<file path="src/rtl/aes_pipe_pkg.sv">
// Shared AES pipeline constants: block width, pipeline latency, tag width and FIPS-197 vectors.
package aes_pipe_pkg;

    localparam int AES_BLOCK_W      = 128;
    localparam int AES_PIPE_LATENCY = 12;
    localparam int AES_TAG_W        = 4;

    typedef logic [AES_BLOCK_W-1:0] aes_block_t;
    typedef logic [AES_TAG_W-1:0]   aes_tag_t;

    // FIPS-197 Appendix C.1 known-answer vector for AES-128.
    localparam aes_block_t FIPS197_KEY = 128'h000102030405060708090a0b0c0d0e0f;
    localparam aes_block_t FIPS197_PT  = 128'h00112233445566778899aabbccddeeff;
    localparam aes_block_t FIPS197_CT  = 128'h69c4e0d86a7b0430d8cdb78070b4c55a;

endpackage

</file>
<file path="src/rtl/aes_result_fifo.sv">
// Synchronous first-word-fall-through FIFO with a registered head and a sticky overflow flag.
module aes_result_fifo #(
    parameter int DATA_W = 132,
    parameter int DEPTH  = 16
) (
    input  logic              clk,
    input  logic              reset,
    input  logic              push,
    input  logic [DATA_W-1:0] wdata,
    input  logic              pop_req,
    output logic              rvalid,
    output logic [DATA_W-1:0] rdata,
    output logic              overflow
);

    localparam int AW = $clog2(DEPTH);
    localparam logic [AW:0] PTR_ONE = (AW+1)'(1);

    logic [DATA_W-1:0] mem [DEPTH];
    logic [AW:0]       wr_ptr;
    logic [AW:0]       rd_ptr;
    logic [AW:0]       rd_next;
    logic [AW:0]       occ;
    logic              empty;
    logic              full;
    logic              pop;
    logic              wr_en;

    assign empty   = (wr_ptr == rd_ptr);
    assign full    = (wr_ptr[AW] != rd_ptr[AW]) && (wr_ptr[AW-1:0] == rd_ptr[AW-1:0]);
    assign rvalid  = !empty;
    assign pop     = pop_req && !empty;
    // A pop frees its slot before the write lands, so push is legal when full and popping.
    assign wr_en   = push && (!full || pop);
    assign occ     = wr_ptr - rd_ptr;
    assign rd_next = rd_ptr + PTR_ONE;

    always_ff @(posedge clk) begin
        if (wr_en) begin
            mem[wr_ptr[AW-1:0]] <= wdata;
        end
    end

    always_ff @(posedge clk or negedge reset) begin
        if (!reset) begin
            wr_ptr   <= '0;
            rd_ptr   <= '0;
            rdata    <= '0;
            overflow <= 1'b0;
        end else begin
            if (wr_en) begin
                wr_ptr <= wr_ptr + PTR_ONE;
            end
            if (pop) begin
                rd_ptr <= rd_next;
            end
            if (push && !wr_en) begin
                overflow <= 1'b1;
            end
            // Head register: follows the next entry, or the incoming word when it becomes head.
            if (pop) begin
                if (occ == PTR_ONE) begin
                    if (wr_en) begin
                        rdata <= wdata;
                    end
                end else begin
                    rdata <= mem[rd_next[AW-1:0]];
                end
            end else if (empty && wr_en) begin
                rdata <= wdata;
            end
        end
    end

endmodule

</file>
<file path="src/rtl/aes_result_collector.sv">
// Tracks valid beats through the AES pipeline, captures ciphertext into a credit-guarded FIFO.
// Optional AES_COLLECT_STATS_EN adds blk_count and inflight outputs.
module aes_result_collector
    import aes_pipe_pkg::*;
#(
    parameter int LATENCY = AES_PIPE_LATENCY,
    parameter int DEPTH   = 16,
    parameter int TAG_W   = AES_TAG_W
) (
    input  logic                   clk,
    input  logic                   reset,
    input  logic                   in_valid,
    output logic                   in_ready,
    input  logic [TAG_W-1:0]       in_tag,
    input  logic [AES_BLOCK_W-1:0] ct_in,
    output logic                   out_valid,
    input  logic                   out_ready,
    output logic [AES_BLOCK_W-1:0] out_data,
    output logic [TAG_W-1:0]       out_tag,
    output logic                   err_overflow
`ifdef AES_COLLECT_STATS_EN
    ,
    output logic [31:0]            blk_count,
    output logic [$clog2(DEPTH):0] inflight
`endif
);

    localparam int CW = $clog2(DEPTH);
    localparam logic [CW:0] CREDIT_MAX = (CW+1)'(DEPTH);
    localparam logic [CW:0] CREDIT_ONE = (CW+1)'(1);

    // Handshakes: a beat transfers on a rising edge where valid & ready are both high;
    // valid never waits on ready, and ready depends only on registered state.
    logic              acc;
    logic              pop;
    logic              run_q;
    logic [CW:0]       credits;
    logic [LATENCY-1:0] dl_valid;
    logic [TAG_W-1:0]  dl_tag [LATENCY];
    logic              capture;

    assign in_ready = run_q && (credits != '0);
    assign acc      = in_valid && in_ready;
    assign pop      = out_valid && out_ready;
    assign capture  = dl_valid[LATENCY-1];

    always_ff @(posedge clk or negedge reset) begin
        if (!reset) begin
            dl_valid <= '0;
            credits  <= CREDIT_MAX;
            run_q    <= 1'b0;
        end else begin
            dl_valid <= {dl_valid[LATENCY-2:0], acc};
            run_q    <= 1'b1;
            case ({acc, pop})
                2'b10:   credits <= credits - CREDIT_ONE;
                2'b01:   credits <= credits + CREDIT_ONE;
                default: credits <= credits;
            endcase
        end
    end

    // Tags ride alongside the valid bits; a stage's tag is meaningless when its valid is 0.
    always_ff @(posedge clk) begin
        dl_tag[0] <= in_tag;
        for (int i = 1; i < LATENCY; i++) begin
            dl_tag[i] <= dl_tag[i-1];
        end
    end

    aes_result_fifo #(
        .DATA_W (AES_BLOCK_W + TAG_W),
        .DEPTH  (DEPTH)
    ) u_fifo (
        .clk      (clk),
        .reset    (reset),
        .push     (capture),
        .wdata    ({ct_in, dl_tag[LATENCY-1]}),
        .pop_req  (out_ready),
        .rvalid   (out_valid),
        .rdata    ({out_data, out_tag}),
        .overflow (err_overflow)
    );

`ifdef AES_COLLECT_STATS_EN
    always_ff @(posedge clk or negedge reset) begin
        if (!reset) begin
            blk_count <= '0;
        end else if (pop) begin
            blk_count <= blk_count + 32'd1;
        end
    end

    always_comb begin
        inflight = '0;
        for (int i = 0; i < LATENCY; i++) begin
            inflight = inflight + (CW+1)'(dl_valid[i]);
        end
    end
`endif

endmodule

</file>
<file path="config.mk">
export PLATFORM = sky130hd
export DESIGN_NAME = aes_result_collector
export DESIGN_NICKNAME = d
export VERILOG_FILES = /design/src/rtl/aes_pipe_pkg.sv /design/src/rtl/aes_result_fifo.sv /design/src/rtl/aes_result_collector.sv
export SDC_FILE = /design/constraint.sdc
export NUM_CORES = 2
export LEC_CHECK = 0
export BUFFER_PORTS_ARGS = -buffer_cell sky130_fd_sc_hd__buf_2
export CAP_MARGIN = 20
export CORE_MARGIN = 10
export CORE_UTILIZATION = 45
export DETAILED_ROUTE_END_ITERATION = 7
export GPL_TIMING_DRIVEN = 0
export PLACE_DENSITY = 0.64
export SKIP_LAST_GASP = 1
export SYNTH_ARGS = -nofsm -noshare
export SYNTH_HDL_FRONTEND = slang
export SYNTH_SLANG_ARGS = --single-unit
export TNS_END_PERCENT = 50
</file>
<file path="constraint.sdc">
create_clock -name clk -period 14.1 [get_ports clk]
set_input_delay 1.41 -clock clk [delete_from_list [all_inputs] [get_ports clk]]
set_output_delay 1.41 -clock clk [all_outputs]
set_load 0.02 [all_outputs]
</file>
==> run metrics <==
CTS Buf Count 225; Slew Viols, Final 0; Iteration-0 DRC Markers roughly 4400; Seq/Total Area, Yosys around 78%; Core Area approximately 0.19 mm²; Main synth FF type edfxtp_1; Post-Syn Instances ~3500; Clk Latency, worst-skew pair ~870 ps; Post-synth top cells edfxtp_1, mux4_2, mux2_2; CP most frequent cell buf_6; post-synthesis area per instance 25.0 µm²; die area 0.214 mm²; top achievable clock speed approximately 250 MHz; number of antenna-violating nets in the routed design 0; area of the multi-input gates around 0.019 mm²; Nets around 4400; CP Capture Type flip-flop; initial antenna violation count 43; slowest CP cell nor3_2; Power per Cell Area 215 mW/mm²; first-pass GRT wire length 312000 µm; Die H 462 µm; GPL Wtd Cong between 0.7 and 0.8; Synth area leader edfxtp_1; Starting Density between 40% and 50%; Finished Layout Cells 7036; Clk pin slew, worst setup/hold paths 60 ps; Crit Path Max Fanout 8; status finished, final reports clean; vias in the first global route roughly 42000; vias per cell 5.78; top post-synthesis cells by area edfxtp_1, mux4_2, dfrtp_1, mux2_2, dfxtp_1; Post-CTS Resized 0; # fillers ~15000; grt total ovfl 0; P_leak ~34 nW; # hold bufs at CTS 0; ratio of cells with drive above 1 in the final layout between 40% and 50%; drt drc 0; Sink Count between 2000 and 2500; row cnt around 160; post-synth cell types 32; FF/Latch Area about 0.07 mm²; share of the synthesized area in the top cell type between 70% and 80%; crit path cell chain inv_1 > ha_1 > nand4_1 > nor3_1 > nor2b_1 > clkbuf_1 > nand2_1 > nor3_2 > buf_6 > buf_6 > buf_6 > buf_6 > buf_8; WP data arrival between 4000 and 5000 ps; final hold slack roughly 320 ps; Setup CP Type flip-flop to flip-flop; Placed Cells approximately 6600; Max clock buf depth 3; Yosys Warn Count 0; postcts setup bufs 0; # IOs approximately 270; number of synthesized register bits approximately 2300; Final Cycle Share roughly 28%; most common cell in the netlist edfxtp_1; worst vdd ir approximately 0.17 mV; Max-Cap Viols 0; cell area after synthesis between 0.08 and 0.09 mm²; clk_skew roughly 28 ps; fin crit period ~4000 ps; ys async rst share about 6.9%; total track usage roughly a fifth; Worst Path Required approximately 15000 ps; Min-Delay Path Class flip-flop to flip-flop; # setup viols final 0; dpl hpwl between 100000 and 150000 µm; post-layout util 53.0%; DR WL/cell about 31 µm; Setup TNS Final 0 ps; RSZ-0062 raised after global routing no; syn_nets around 3700; first-pass iteration count of the detailed router 5; DRT Wirelength 219000 µm; Synth-to-Final Area Change 17.1%; H-tree levels 4; Die Wd roughly 460 µm; number of synthesized flops with an enable pin between 2000 and 2500; CTS tree done; worst stage delay on the critical path between 800 and 900 ps; Hold Vio Cnt, Final 0; relative slew slack between 20 and 30%; # port buffers 270; DR vias around 41000; pin count of the biggest net entering global routing 73; worst slew pin tran around 1100 ps; CTS Root Cell clkbuf_16; Startpoint Class flip-flop
## path summary, 6_finish.rpt
path,start,end,slack [ps],cells after the start
worst max-delay path,u_fifo.rd_ptr[2],u_fifo.mem[3][24],10150,13
worst min-delay path,dl_tag[3][1],dl_tag[3][5],320,0
worst max register to register,u_fifo.rd_ptr[2],u_fifo.mem[3][24],10150,13
worst min register to register,dl_tag[3][1],dl_tag[3][5],320,0
max in group asynchronous,reset,u_fifo.rdata[53],12720,2
min in group asynchronous,reset,u_fifo.rdata[123],470,1
## kinds of logic (layout without fill, tap and decap cells)
logic type / Yosys count / in the layout / share of synthesized area [%]
flops: 2321 / 2321 / 77.7
mux: 925 / 925 / 20.3
buf+inv: 188 / 1062 / 1.34
simple gates: 41 / 41 / 0.210
xor+xnor: 18 / 18 / 0.179
compound gates: 17 / 17 / 0.114
fa+ha+maj: 15 / 15 / 0.230
other cells: 1 / 13 / 0.00426
## per-layer routing
metal / routed length, µm / GRT usage [%] / up-vias
met3: 17100 / 4.39 / 348
met5: 134 / 0 / -
met4: 6470 / 6.09 / 22
met1: 86800 / 27.3 / 22097
met2: 108000 / 32.9 / 1689
li1: - / - / 16526
## cell usage in the layout (no fill, tap or decap), types with 6 or more instances in the layout
cell type | Yosys | final
nand2_1 | 13 | 13
buf_16 | 0 | 28
clkbuf_1 | 78 | 144
dfrtp_1 | 160 | 160
mux2_2 | 265 | 265
buf_4 | 1 | 6
buf_6 | 57 | 123
nor2_4 | 0 | 12
clkinv_2 | 0 | 38
buf_12 | 0 | 65
ha_1 | 13 | 13
xnor2_1 | 13 | 13
clkbuf_8 | 0 | 22
edfxtp_1 | 2112 | 2112
clkbuf_2 | 0 | 7
inv_1 | 9 | 9
dfxtp_1 | 48 | 48
diode_2 | 0 | 12
mux4_2 | 660 | 660
buf_2 | 37 | 306
clkbuf_16 | 0 | 229
bufinv_16 | 0 | 7
clkinv_1 | 0 | 31
buf_8 | 0 | 19
## stage by stage
stage | cell area, µm² | setup slack [ps] | power, mW
after floorplan | 88100 | 2420 | 13.9
after global placement | 92700 | -11620 | 16.6
after detailed placement | 96000 | 9560 | 16.7
after CTS | 103000 | 10180 | 22.5
after global routing | 103000 | 9960 | 23.1
final | 103000 | 10150 | 22.2
## worst max-delay path: cells and delay by family, from the launching register on
family | cells | cell delay [ps]
simple gates | 5 | 1480
fa+ha+maj | 1 | 350
buf+inv | 7 | 1340
flops | 1 | 440
## layout make-up
| cell class | count | area share, % |
|---|---|---|
| Sequential cell | 2321 | 66.3 |
| Multi-Input combinational cell | 1017 | 18.0 |
| Clock buffer | 326 | 6.13 |
| Timing Repair Buffer | 452 | 4.35 |
| Tap cell | 2624 | 3.18 |
| Buffer | 178 | 1.12 |
| Clock inverter | 96 | 0.788 |
| Inverter | 10 | 0.0364 |
| Antenna cell | 12 | 0.0291 |
## state kept, by name, summed over array words and instances, names as in the netlist
| name | cells |
|---|---|
| u_fifo.mem | 2112 |
| u_fifo.rdata | 132 |
| dl_tag | 48 |
| dl_valid | 12 |
| credits | 5 |
| u_fifo.rd_ptr | 5 |
| u_fifo.wr_ptr | 5 |
| run_q | 1 |
| u_fifo.overflow | 1 |
## where the power goes
group	leakage [nW]	internal, mW	switching (mW)	total [mW]
sequential	21.3	8.08	0.197	8.28
clock	3.50	3.25	2.55	5.79
combinational	8.73	3.93	4.22	8.15
Power figures use the tool's default switching activity.
